--- src/rtl/cpu_types_pkg.sv ---
// Shared CPU-side types: data word, RAM handshake states, arbiter FSM states
// and the transaction record latched at grant.
package cpu_types_pkg;

    localparam int unsigned WORD_W   = 32;
    localparam int unsigned STARVE_W = 4;
    localparam int unsigned STAT_W   = 16;

    typedef logic [WORD_W-1:0] word_t;

    typedef enum logic [1:0] {
        FREE   = 2'd0,
        BUSY   = 2'd1,
        ACCESS = 2'd2,
        ERROR  = 2'd3
    } ramstate_t;

    typedef enum logic [2:0] {
        IDLE    = 3'd0,
        IFETCH  = 3'd1,
        DLOAD   = 3'd2,
        DSTORE  = 3'd3,
        RECOVER = 3'd4
    } arb_state_t;

    // Transaction captured on the grant edge; replayed unchanged after an error.
    typedef struct packed {
        arb_state_t kind;
        word_t      addr;
        word_t      store;
    } xact_t;

    // Saturating increment for the statistics counters.
    function automatic logic [STAT_W-1:0] sat_inc(input logic [STAT_W-1:0] v);
        return (v == '1) ? v : v + STAT_W'(1);
    endfunction

endpackage

--- src/rtl/mem_arbiter_if.sv ---
// Requester and RAM-side signals of the memory arbiter.
// slave: the arbiter's view; master: the caches + RAM model driving it.
interface mem_arbiter_if;
    import cpu_types_pkg::*;

    logic      iREN;
    word_t     iaddr;
    logic      iwait;
    word_t     iload;
    logic      dREN;
    logic      dWEN;
    word_t     daddr;
    word_t     dstore;
    logic      dwait;
    word_t     dload;
    logic      ramREN;
    logic      ramWEN;
    word_t     ramaddr;
    word_t     ramstore;
    word_t     ramload;
    ramstate_t ramstate;

    modport slave (
        input  iREN, iaddr, dREN, dWEN, daddr, dstore, ramload, ramstate,
        output iwait, iload, dwait, dload, ramREN, ramWEN, ramaddr, ramstore
    );

    modport master (
        output iREN, iaddr, dREN, dWEN, daddr, dstore, ramload, ramstate,
        input  iwait, iload, dwait, dload, ramREN, ramWEN, ramaddr, ramstore
    );
endinterface

--- src/rtl/arb_starve_ctr.sv ---
// Counts consecutive data grants taken while an instruction fetch waits;
// saturates at STARVE_MAX so the arbiter can force a fetch through.
module arb_starve_ctr
    import cpu_types_pkg::*;
#(
    parameter int unsigned STARVE_MAX = 4
) (
    input  logic                CLK,
    input  logic                nRST,
    input  logic                inc,
    input  logic                clr,
    output logic [STARVE_W-1:0] cnt,
    output logic                at_max
);

    localparam logic [STARVE_W-1:0] MAX_V = STARVE_W'(STARVE_MAX);

    // Saturating counter; clear has priority over increment.
    always_ff @(posedge CLK or negedge nRST) begin
        if (!nRST) begin
            cnt <= '0;
        end else if (clr) begin
            cnt <= '0;
        end else if (inc && (cnt != MAX_V)) begin
            cnt <= cnt + STARVE_W'(1);
        end
    end

    assign at_max = (cnt == MAX_V);

endmodule

--- src/rtl/mem_arbiter.sv ---
// Single-port RAM arbiter between instruction fetch and data requesters.
// Data requests win unless an instruction fetch has been passed over
// STARVE_MAX times in a row. RAM errors trigger one recovery cycle and a
// retry of the latched transaction.
// Optional: define MEM_ARB_STATS_EN for grant/error statistics ports.
module mem_arbiter
    import cpu_types_pkg::*;
#(
    parameter int unsigned STARVE_MAX = 4,
    parameter int unsigned ADDR_W     = 32
) (
    input  logic              CLK,
    input  logic              nRST,
    mem_arbiter_if.slave      bus
`ifdef MEM_ARB_STATS_EN
    ,
    output logic [STAT_W-1:0] igrants,
    output logic [STAT_W-1:0] dgrants,
    output logic [STAT_W-1:0] errcnt
`endif
);

    arb_state_t          state, state_nxt;
    xact_t               xact_q, xact_nxt;
    logic [ADDR_W-1:0]   grant_addr_c;
    logic                starve_inc_c, starve_clr_c;
    logic                starve_at_max;
    logic [STARVE_W-1:0] starve_cnt;
    logic                active_c, idone_c, ddone_c;

    arb_starve_ctr #(
        .STARVE_MAX (STARVE_MAX)
    ) u_starve (
        .CLK    (CLK),
        .nRST   (nRST),
        .inc    (starve_inc_c),
        .clr    (starve_clr_c),
        .cnt    (starve_cnt),
        .at_max (starve_at_max)
    );

    // State and latched transaction registers.
    always_ff @(posedge CLK or negedge nRST) begin
        if (!nRST) begin
            state  <= IDLE;
            xact_q <= '{kind: IDLE, addr: '0, store: '0};
        end else begin
            state  <= state_nxt;
            xact_q <= xact_nxt;
        end
    end

    // Arbitration, grant capture and completion/error sequencing.
    always_comb begin
        state_nxt    = state;
        xact_nxt     = xact_q;
        grant_addr_c = '0;
        starve_inc_c = 1'b0;
        starve_clr_c = 1'b0;
        unique case (state)
            IDLE: begin
                if (!bus.iREN) begin
                    starve_clr_c = 1'b1;
                end
                if (bus.iREN && starve_at_max) begin
                    state_nxt    = IFETCH;
                    grant_addr_c = ADDR_W'(bus.iaddr);
                    starve_clr_c = 1'b1;
                end else if (bus.dWEN) begin
                    state_nxt      = DSTORE;
                    grant_addr_c   = ADDR_W'(bus.daddr);
                    xact_nxt.store = bus.dstore;
                    starve_inc_c   = bus.iREN;
                end else if (bus.dREN) begin
                    state_nxt    = DLOAD;
                    grant_addr_c = ADDR_W'(bus.daddr);
                    starve_inc_c = bus.iREN;
                end else if (bus.iREN) begin
                    state_nxt    = IFETCH;
                    grant_addr_c = ADDR_W'(bus.iaddr);
                    starve_clr_c = 1'b1;
                end
                if (state_nxt != IDLE) begin
                    xact_nxt.kind = state_nxt;
                    xact_nxt.addr = word_t'(grant_addr_c);
                end
            end
            IFETCH, DLOAD, DSTORE: begin
                if (bus.ramstate == ACCESS) begin
                    state_nxt = IDLE;
                end else if (bus.ramstate == ERROR) begin
                    state_nxt = RECOVER;
                end
            end
            RECOVER: begin
                state_nxt = xact_q.kind;
            end
            default: begin
                state_nxt = IDLE;
            end
        endcase
    end

    // Completion is only signalled to a requester that is still asking.
    assign active_c = (state == IFETCH) || (state == DLOAD) || (state == DSTORE);
    assign idone_c  = (state == IFETCH) && (bus.ramstate == ACCESS) && bus.iREN;
    assign ddone_c  = ((state == DLOAD) || (state == DSTORE)) &&
                      (bus.ramstate == ACCESS) && (bus.dREN || bus.dWEN);

    // RAM strobes decode from the state register so reset drops them at once.
    assign bus.ramREN   = (state == IFETCH) || (state == DLOAD);
    assign bus.ramWEN   = (state == DSTORE);
    assign bus.ramaddr  = xact_q.addr;
    assign bus.ramstore = xact_q.store;

    // Requester responses, valid in the completion cycle only.
    assign bus.iwait = !idone_c;
    assign bus.iload = idone_c ? bus.ramload : '0;
    assign bus.dwait = !ddone_c;
    assign bus.dload = (ddone_c && (state == DLOAD)) ? bus.ramload : '0;

`ifdef MEM_ARB_STATS_EN
    logic igrant_c, dgrant_c, err_c;

    assign igrant_c = (state == IDLE) && (state_nxt == IFETCH);
    assign dgrant_c = (state == IDLE) && ((state_nxt == DLOAD) || (state_nxt == DSTORE));
    assign err_c    = active_c && (bus.ramstate == ERROR);

    // Saturating grant and error statistics.
    always_ff @(posedge CLK or negedge nRST) begin
        if (!nRST) begin
            igrants <= '0;
            dgrants <= '0;
            errcnt  <= '0;
        end else begin
            if (igrant_c) igrants <= sat_inc(igrants);
            if (dgrant_c) dgrants <= sat_inc(dgrants);
            if (err_c)    errcnt  <= sat_inc(errcnt);
        end
    end
`else
    logic unused_active_c;
    assign unused_active_c = active_c;
`endif

endmodule

--- src/flat_wrapper.sv ---
// flat-port wrapper written by rule: the top's interface ports become plain ports
module mem_arbiter_flat import cpu_types_pkg::*;
#(
    parameter int unsigned STARVE_MAX = 4,
    parameter int unsigned ADDR_W     = 32
)
  (CLK, nRST, bus_iREN, bus_iaddr, bus_dREN, bus_dWEN, bus_daddr, bus_dstore, bus_ramload, bus_ramstate, bus_iwait, bus_iload, bus_dwait, bus_dload, bus_ramREN, bus_ramWEN, bus_ramaddr, bus_ramstore);
  mem_arbiter_if bus_i ();
  input  logic CLK;
  input  logic nRST;
  input wire logic [$bits(bus_i.iREN)-1:0] bus_iREN;
  input wire logic [$bits(bus_i.iaddr)-1:0] bus_iaddr;
  input wire logic [$bits(bus_i.dREN)-1:0] bus_dREN;
  input wire logic [$bits(bus_i.dWEN)-1:0] bus_dWEN;
  input wire logic [$bits(bus_i.daddr)-1:0] bus_daddr;
  input wire logic [$bits(bus_i.dstore)-1:0] bus_dstore;
  input wire logic [$bits(bus_i.ramload)-1:0] bus_ramload;
  input wire logic [$bits(bus_i.ramstate)-1:0] bus_ramstate;
  output wire logic [$bits(bus_i.iwait)-1:0] bus_iwait;
  output wire logic [$bits(bus_i.iload)-1:0] bus_iload;
  output wire logic [$bits(bus_i.dwait)-1:0] bus_dwait;
  output wire logic [$bits(bus_i.dload)-1:0] bus_dload;
  output wire logic [$bits(bus_i.ramREN)-1:0] bus_ramREN;
  output wire logic [$bits(bus_i.ramWEN)-1:0] bus_ramWEN;
  output wire logic [$bits(bus_i.ramaddr)-1:0] bus_ramaddr;
  output wire logic [$bits(bus_i.ramstore)-1:0] bus_ramstore;
  assign bus_i.iREN = bus_iREN;
  assign bus_i.iaddr = bus_iaddr;
  assign bus_i.dREN = bus_dREN;
  assign bus_i.dWEN = bus_dWEN;
  assign bus_i.daddr = bus_daddr;
  assign bus_i.dstore = bus_dstore;
  assign bus_i.ramload = bus_ramload;
  assign bus_i.ramstate = bus_ramstate;
  assign bus_iwait = bus_i.iwait;
  assign bus_iload = bus_i.iload;
  assign bus_dwait = bus_i.dwait;
  assign bus_dload = bus_i.dload;
  assign bus_ramREN = bus_i.ramREN;
  assign bus_ramWEN = bus_i.ramWEN;
  assign bus_ramaddr = bus_i.ramaddr;
  assign bus_ramstore = bus_i.ramstore;
  mem_arbiter #(.STARVE_MAX(STARVE_MAX), .ADDR_W(ADDR_W)) u_core (.CLK(CLK), .nRST(nRST), .bus(bus_i));
endmodule
--- config.mk ---
export PLATFORM = sky130hd
export DESIGN_NAME = mem_arbiter_flat
export DESIGN_NICKNAME = d
export VERILOG_FILES = /design/src/rtl/cpu_types_pkg.sv /design/src/rtl/mem_arbiter_if.sv /design/src/rtl/arb_starve_ctr.sv /design/src/rtl/mem_arbiter.sv /design/src/flat_wrapper.sv
export SDC_FILE = /design/constraint.sdc
export NUM_CORES = 1
export LEC_CHECK = 0
export ABC_AREA = 1
export CAP_MARGIN = 0
export CELL_PAD_IN_SITES_DETAIL_PLACEMENT = 0
export CELL_PAD_IN_SITES_GLOBAL_PLACEMENT = 2
export CORE_MARGIN = 4
export CORE_UTILIZATION = 19
export CTS_CLUSTER_SIZE = 14
export DETAILED_ROUTE_END_ITERATION = 10
export MAX_ROUTING_LAYER = met4
export PLACE_DENSITY = 0.83
export SLEW_MARGIN = 10
export SYNTH_ARGS = -nofsm -noshare
export SYNTH_HDL_FRONTEND = slang
export SYNTH_SLANG_ARGS = --single-unit
--- constraint.sdc ---
create_clock -name CLK -period 1.74 [get_ports CLK]
set_input_delay 0.261 -clock CLK [delete_from_list [all_inputs] [get_ports CLK]]
set_output_delay 0.261 -clock CLK [all_outputs]
set_load 0.005 [all_outputs]
==> Yosys cells after proc, flatten, opt, wreduce, memory -nomap -nowiden <==
Index checks and enable logic that the tools add are counted.
{ "totals": {"regBits": 74, "inputBits": 135, "out_inout_bits": 132, "word_cells": 60} }
{ "op_classes": {"n_addsub": 1, "eq_ne": 9, "mux": 26, "bitwise_logic": 1, "n_reduce_logical": 18} }
{ "ops": {"columns": ["cell", "n"], "rows": [
  ["$mux W32", 6],
  ["$mux W3", 7],
  ["$mux W1", 10],
  ["$pmux W3 S3", 1],
  ["$mux W4", 2],
  ["$logic_and A1 B1 Y1", 7],
  ["$eq A3 B2 Y1 const B", 2],
  ["$add A4 B1 Y4 const B", 1],
  ["$eq A2 B2 Y1 const B", 2],
  ["$eq A4 B3 Y1 const B", 1],
  ["$ne A4 B3 Y1 const B", 1],
  ["$eq A3 B1 Y1 const B", 1],
  ["$eq A3 B3 Y1 const B", 1],
  ["$logic_not A3 Y1", 1],
  ["$logic_or A1 B1 Y1", 3],
  ["$ne A3 B1 Y1 const B", 1],
  ["$reduce_and A3 Y1", 1],
  ["$reduce_bool A3 Y1", 1],
  ["$reduce_or A3 Y1", 1],
  ["$logic_not A1 Y1", 2],
  ["$reduce_and A2 Y1", 1],
  ["$reduce_bool A2 Y1", 1],
  ["$not A1 Y1", 1]
]} }

==> Depth between registers and ports, before layout <==
Gate-level depths: netlist (run 1).
{ "logic_depth": {"depth_word": 7, "depth_mapped": 9, "mapped_depth_nobuf": 8} }

==> Cells and area by module <==
Synthesis (run 1) repeated with hierarchy kept, for this count alone.
{ "hier_totals": {"hier_cells": 634, "hier_area_um2": 4506.8} }
{ "modules_own_cells": {"columns": ["module", "instances", "cells_each", "area_per_inst_um2", "seq_area_each_um2"], "rows": [
  ["mem_arbiter", 1, 602, 4254.1, 1751.7],
  ["arb_starve_ctr", 1, 32, 252.7, 100.1]
]} }

==> Least setup slack after synthesis (run 1) <==
Ideal clock, no wire load.
{ "synth_timing": {"path_kind": "reg2reg", "startpoint": "register u_core.u_starve.cnt[0]", "endpoint": "register u_core.xact_q (netlist bit u_core.bus.ramstore[10])", "setup_time_ns": 0.130, "arrival_time_ns": 1.341, "slack_ns": 0.269, "stages_incl_launch_ff": 7, "n_path_buf": 1, "synth_period_minus_slack_ns": 1.471, "path_cell_list": "dfrtp_1 inv_1 ha_1 nand4_4 nand3_4 clkbuf_1 o21ai_1"} }
{ "synth_via": {"elab_chain_cells": 4} }
{ "synth_rtl": {"columns": ["element", "line_no", "rtl"], "rows": [
  ["start, declared", "arb_starve_ctr.sv:12", "output logic [STARVE_W-1:0] cnt,"],
  ["start signal, assigned", "arb_starve_ctr.sv:25", "cnt <= cnt + STARVE_W'(1);"],
  ["$eq A4 B3 Y1", "arb_starve_ctr.sv:29", "assign at_max = (cnt == MAX_V);"],
  ["$logic_and A1 B1 Y1", "mem_arbiter.sv:65", "if (bus.iREN && starve_at_max) begin"],
  ["$not A1 Y1 (no line)", null, null],
  ["$reduce_and A3 Y1 (no line)", null, null],
  ["end signal, assigned", "mem_arbiter.sv:46", "xact_q <= '{kind: IDLE, addr: '0, store: '0};"],
  ["end signal, assigned", "mem_arbiter.sv:49", "xact_q <= xact_nxt;"],
  ["end, declared", "mem_arbiter.sv:24", "xact_t xact_q, xact_nxt;"]
]} }
Every way passes these cells.
A chain may end at the register's enable or synchronous reset.

==> Worst setup path in the final report (run 1) <==
{ "layout_timing": {"startpoint": "register u_core.state[1]", "endpoint": "output bus_iload[8]"} }
{ "layout_via": {"elab_chain_cells": 4} }
{ "layout_rtl": {"columns": ["element", "line_no", "rtl"], "rows": [
  ["start, declared", "mem_arbiter.sv:23", "arb_state_t state, state_nxt;"],
  ["start signal, assigned", "mem_arbiter.sv:48", "state <= state_nxt;"],
  ["$eq A3 B1 Y1", null, null],
  ["$logic_and A1 B1 Y1 (2 in series)", "mem_arbiter.sv:106", "assign idone_c = (state == IFETCH) && (bus.ramstate == ACCESS) && bus.iREN;"],
  ["$mux W32", "mem_arbiter.sv:118", "assign bus.iload = idone_c ? bus.ramload : '0;"],
  ["end, declared", "flat_wrapper.sv:20", "output wire logic [$bits(bus_i.iload)-1:0] bus_iload;"]
]} }
Every way passes these cells.

==> metrics.md, run 1 <==
| Metric | Value |
|---|---|
| Die area | roughly 0.026 sq mm |
| Data required time of the worst path | 1.48 ns |
| Hold Violations, Final | 0 |
| Boundary Pins | 267 |
| Yosys reg bits | 74 |
| Final setup viols | 66 |
| GR Util All Layers | around an eighth |
| Die Span Y | ~160 um |
| Drt initial violations | 191 |
| Sink Count | 74 |
| Vias/cell | approximately 4.0 |
| Buffers on Ports | roughly 270 |
| Core area | approximately 0.023 sq mm |
| CTS Root Cell | clkbuf_16 |
| Clk_lat worst skew | about 0.34 ns |
| CP Cell Sequence | buf_6 -> nor3_4 -> nand3_4 -> buf_6 -> buf_16 -> nor2_2 -> buf_2 |
| Clk slew on worst S/H paths | 0.06 ns |
| Post-route minimum period | slightly below 2 ns |
| # nets final | between 1k and 1.5k |
| Status | finished with violations |
| DRT antenna net count | 0 |
| CTS max path bufs | 2 |
| P_leak | between 4 and 5 nW |
| Reg2reg start | u_core.state[0] |
| Most used cell, CP | buf_6 |
| Setup ws final | -0.236 ns |
| Via count | 4721 |
| Area delta synth->final | 82.3% |
| Inserted Clock Buffers | 9 |
| Global route total overflow | 0 |
| Vias in the first global route | 4808 |
| Syn_nets | around 760 |
| Count of unique library cells instantiated by Yosys | 25 |
| # H-tree levels | 3 |
| Design Power | 10.9 mW |
| RSZ-0062 raised after global routing | true |
| Detailed Route WL | 18.1 mm |
| Fill cells | approximately 2.5k |
| Global-route wire length before repair | around 27 mm |
| Layout cells sized above 1 | 27.0% |
| Aggregate negative setup slack | -11.21 ns |
| CP peak stage delay | just over 0.4 ns |
| Delay-heaviest family, CP | buffers and inverters |
| Max-capacitance violation count | 0 |
| Post-synth ARST share | 100% |
| Worst Setup End Kind | primary output |
| Routability cong. | around 0.8 |
| Die width | 162 um |
| Post-synth top flop | dfrtp_1 |
| Hold Startpoint | bus_ramstate[1] |
| Post-synth EDFFs | 0 |
| Final Skew | around 0.0073 ns |
| Register area share after synthesis | between 40% and 50% |
| Num rows | 56 |
| Achievable frequency | ~0.51 GHz |
| Final core occ | around a third |
| Crit path kind | reg2out |
| PwrDens | ~1300 mW/mm^2 |
| Pin count of the biggest net entering global routing | 34 |
| Failing checks | setup timing |
| Avg Inst Size Synth | approximately 7.2 sq um |
| Hold Path Class | in2reg |
| Synth warn | 0 |
| CP bufs+invs | 4 |
| Setup crit start kind | flip-flop |
| Initial Utilization | between 10% and 20% |
| Arr. time, crit path | about 1.7 ns |
| Initial antenna violation count | 0 |
| Hpwl dp | roughly 13 mm |
| DRT Pass-1 Iters | 5 |
| Worst Tran Pin Value | ~0.41 ns |
| Max Slew Vio Count | 0 |
| Critical Path Fanout Max | 8 |
| Period utilization | 114% |
| Post-Syn Area | between 0.004 and 0.005 sq mm |
| Diodes inserted | 0 |
| Crit path from | u_core.state[1] |
| WL/cell | around 15 um |
| Syn Inst Count | 626 |
| Peak VDD IR | between 400 and 500 uV |
| Slew margin rel. | 72.4% |
| Slowest CP cell | dfrtp_1 |
| DRC errors left | 0 |
| CTS tree | yes |
## repair_timing
item / in CTS / in global routing
pin swaps: 9 / 14
endpoints found under the hold margin: 28 / 0
buffers inserted: 11 / 14
gates cloned: 5 / 4
endpoints found under the setup margin: 68 / 113
resized for setup: 321 / 109
hold buffers: 1 / 0
## worst paths after layout
check / end / slack [ns] / cells past startpoint
worst max-delay path: bus_iload[8] / -0.24 / 7
worst min-delay path: u_core.state[2] / 0.29 / 3
worst max register to register: u_core.bus.ramaddr[19] / 0.10 / 9
worst min register to register: u_core.xact_q[65] / 0.48 / 2
max in group asynchronous: u_core.bus.ramaddr[15] / 0.76 / 3
min in group asynchronous: u_core.bus.ramstore[4] / 0.39 / 2
## kinds of logic after synthesis
group / share of synthesized area [%]
AO/OA/AOI/OAI: 4.16
AND/OR/NAND/NOR: 33.0
XOR/XNOR: 0.194
buffers and inverters: 21.0
adder cells (fa/ha/maj): 0.554
flip-flops: 41.0
## per-stage QoR
step	setup WS, ns	instance area, sq um	hold slack (ns)	instances
3_3_place_gp	-0.500	7320	0.229	1150
4_1_cts	-0.240	7710	0.402	1181
5_1_grt	-0.310	8230	0.317	1192
2_1_floorplan	0.269	4510	-0.0346	626
3_5_place_dp	-0.536	7320	0.228	1150
6_report	-0.236	8230	0.292	1192
## cell type report
cell class | instances | area [sq um] | area share, %
repair buffers | 330 | 3200 | 39.0
multi-input cells | 376 | 2170 | 26.4
flip-flops and latches | 74 | 1850 | 22.5
well taps | 319 | 399 | 4.85
inverters | 77 | 289 | 3.51
clock buffers | 9 | 225 | 2.74
clock inverters | 7 | 81.3 | 0.989
## layout by cell type, fill, tap and decap left out, types with 11 or more instances in the layout
cell type	count
clkdlybuf4s50_1	192
nand2_1	139
nand3_1	105
dfrtp_1	74
inv_1	72
buf_2	63
nor2_4	46
buf_4	30
o21ai_0	24
nor2_2	19
buf_6	15
clkbuf_16	13
buf_12	13
o21ai_1	11
## Yosys cell counts, types with 2 or more instances
cell	count	area, sq um
o21ai_1	11	55.1
inv_2	2	7.51
clkbuf_1	9	33.8
o21ai_0	24	120
buf_1	3	11.3
ha_1	2	25.0
or2_2	3	18.8
buf_2	20	100
nand2_1	141	529
nand3_4	2	35.0
nor2_1	74	278
nand3_1	107	536
buf_4	64	480
buf_6	3	33.8
nor3_1	3	15.0
dfrtp_1	74	1850
nand2_4	2	22.5
inv_1	75	282
## worst reg2reg max path, cell delays in order (launching register included)
cell and delay (ns):
dfrtp_1 0.40, inv_2 0.09, buf_4 0.13, nand2_4 0.06, nor2_8 0.20, nand3_4 0.19, buf_12 0.18, clkbuf_16 0.14
nand3_1 0.07, nand2_1 0.06
## routing by layer
layer / wire (um) / vias up / GRT usage (%)
li1: - / 2360 / -
met1: 7220 / 2179 / 14.9
met3: 1270 / 8 / 3.32
met5: 0 / - / -
met2: 9440 / 174 / 23.4
met4: 147 / 0 / 2.88
## power breakdown
part           switching (mW)  leakage [nW]  total [mW]  internal (mW)
Clock                   0.841         0.148        1.98           1.14
Combinational            2.69          2.97        5.91           3.22
Sequential              0.462         0.927        2.99           2.52
Total                    3.99          4.05        10.9           6.88
## sequential cells by signal, indices dropped and copies added, names as in the netlist
signal	cells
u_core.bus.ramstore	32
u_core.state	3
u_core.bus.ramaddr	32
u_core.u_starve.cnt	4
u_core.xact_q	3
No activity file was read; power rests on OpenSTA's default activity.
==> inputs of run 2 (changes only) <==
--- a/config.mk
+++ b/config.mk
@@ -6,6 +6,7 @@
 export NUM_CORES = 1
 export LEC_CHECK = 0
 export ABC_AREA = 1
+export ABC_CLOCK_PERIOD_IN_PS = 1740
 export CAP_MARGIN = 0
 export CELL_PAD_IN_SITES_DETAIL_PLACEMENT = 0
 export CELL_PAD_IN_SITES_GLOBAL_PLACEMENT = 2
==> results of run 2 <==
No change in the layout: final DEF, timing and power equal those of run 1.
==> inputs of run 3 (changes only) <==
==> constraint.sdc (replaced) <==
create_clock -name CLK -period 1.74 [get_ports CLK]
set_input_delay 0.348 -clock CLK [delete_from_list [all_inputs] [get_ports CLK]]
set_output_delay 0.348 -clock CLK [all_outputs]
set_load 0.005 [all_outputs]
==> run 3 against run 2 <==
Against the previous run: the flow still finishes with violations (setup timing); clock power increased by 11%; clock skew increased by 0.0019 ns; critical path depth unchanged; sequential power about the same; first-iteration DRC count increased by 2.1%.
==> metrics.md, run 3 (same netlist as run 1, synthesis figures left out) <==
| Metric | Value |
|---|---|
| Period utilization | 121% |
| Hpwl dp | approximately 13 mm |
| Post-route minimum period | about 2.1 ns |
| CTS Root Cell | clkbuf_16 |
| RSZ-0062 raised after global routing | true |
| CTS max path bufs | 2 |
| Buffers on Ports | ~270 |
| R2R cell count | 8 |
| Final Skew | between 0.009 and 0.01 ns |
| Diodes inserted | 0 |
| Global-route wire length before repair | 27.1 mm |
| Crit path from | u_core.state[1] |
| Setup crit start kind | flip-flop |
| Register-to-Register Setup Slack | 0.14 ns |
| Global route total overflow | 0 |
| P_leak | between 3 and 4 nW |
| WL/cell | roughly 15 um |
| Layout cells sized above 1 | a little over a quarter |
| Arr. time, crit path | 1.75 ns |
| Die area | 0.0263 sq mm |
| Detailed Route WL | between 15 and 20 mm |
| Clk_lat worst skew | about 0.34 ns |
| DRT Pass-1 Iters | 4 |
| DRC errors left | 0 |
| Critical Path Fanout Max | 8 |
| Slew margin rel. | between 70 and 80% |
| Achievable frequency | approximately 0.48 GHz |
| Num rows | 56 |
| Failing checks | setup timing |
| # H-tree levels | 3 |
| Data required time of the worst path | 1.39 ns |
| Core area | roughly 0.023 sq mm |
| Die Span Y | ~160 um |
| Worst R2R End | u_core.bus.ramstore[18] |
| DRT antenna net count | 0 |
| Setup ws final | -0.360 ns |
| Final setup viols | 66 |
| Clk slew on worst S/H paths | 0.06 ns |
| Setup crit end | bus_iload[29] |
| DP Worst Slack | -0.701 ns |
| Pin count of the biggest net entering global routing | 38 |
| Inserted Clock Buffers | 9 |
| Initial antenna violation count | 0 |
| Max Slew Vio Count | 0 |
| Via count | ~4.7k |
| Placed cell areas | 0.00730 sq mm |
| Fill cells | approximately 2.5k |
| Vias/cell | roughly 4 |
| Hold Path Class | in2reg |
| Final Instance Area | 0.00804 sq mm |
| Hold Violations, Final | 0 |
| # nets final | 998 |
| Most common cell after layout, fill and taps aside | clkdlybuf4s50_1 |
| Vias in the first global route | between 4k and 5k |
| Max-capacitance violation count | 0 |
| Hold path cells | 3 |
| Routability cong. | roughly 0.75 |
| Initial Utilization | 19.3% |
| Status | finished with violations |
| Peak VDD IR | approximately 690 uV |
| Die width | around 160 um |
| PwrDens | ~1300 mW/mm^2 |
| Reg2reg start | u_core.state[2] |
| Sink Count | 74 |
| Worst Setup End Kind | primary output |
| Boundary Pins | ~270 |
| Drt initial violations | between 150 and 200 |
| Worst Tran Pin Value | 0.304 ns |
| Crit path kind | reg2out |
| GR Util All Layers | roughly 14% |
| Area delta synth->final | 78.1% |
| CTS tree | yes |
| Commonest non-fill, non-tap cells in the layout | clkdlybuf4s50_1, nand2_1, nand3_1 |
-- run 3: area by class of cell --
class / instances / area (sq um) / share of cell area (%)
Clock buffer: 9 / 225 / 2.80
Inverter: 77 / 289 / 3.60
Tap cell: 319 / 399 / 4.96
Multi-Input combinational cell: 376 / 2170 / 27.0
Timing Repair Buffer: 323 / 2990 / 37.2
Clock inverter: 6 / 115 / 1.43
Sequential cell: 74 / 1850 / 23.0
-- run 3: how the worst min path moves through the flow --
stage | slack, ns | endpoint | start
final | 0.32 | u_core.state[2] | bus_ramstate[1]
after global routing | 0.36 | u_core.state[0] | bus_ramstate[1]
after detailed placement | 0.26 | u_core.bus.ramstore[4] | nRST
after global placement | 0.26 | u_core.bus.ramstore[6] | nRST
after floorplan | 0.05 | u_core.bus.ramaddr[0] | nRST
after CTS | 0.42 | u_core.bus.ramstore[4] | nRST
-- run 3: repair_timing --
action	in CTS	in global routing
hold buffers	1	0
resized for setup	325	121
pin swaps	7	13
gates cloned	5	2
buffers inserted	19	3
hold endpoints to repair	19	0
setup endpoints to repair	68	97
-- run 3: metrics by stage --
stage	instances	TNS (ns)	utilization (%)	total power [mW]	hold WS [ns]
2_1_floorplan	626	0	-	6.04	0.0524
3_3_place_gp	1149	-47.79	31.2	8.10	0.263
3_5_place_dp	1149	-49.61	31.2	8.15	0.261
4_1_cts	1189	-22.63	33.1	10.7	0.423
5_1_grt	1184	-23.42	34.4	11.5	0.361
6_report	1184	-18.60	34.4	10.7	0.316
-- run 3: routing by layer --
layer | global-route usage [%] | part of all wire (%) | up-vias
li1 | - | - | 2344
met1 | 15.4 | 41 | 2181
met2 | 23.9 | 51 | 176
met3 | 3.27 | 6.7 | 18
met4 | 4.11 | 1.4 | 0
met5 | - | 0 | -
-- run 3: worst max-delay path, stage by stage, from the launching register on --
cell	delay [ns]
dfrtp_1	0.40
buf_6	0.13
nor3_4	0.24
nand3_4	0.13
buf_6	0.15
buf_12	0.15
nor2_2	0.08
buf_2	0.12
-- run 3: where the power goes --
part / switching, mW / internal (mW) / leakage [nW]
Combinational: 2.58 / 2.92 / 2.85
Sequential: 0.446 / 2.52 / 0.927
Clock: 0.786 / 1.40 / 0.162
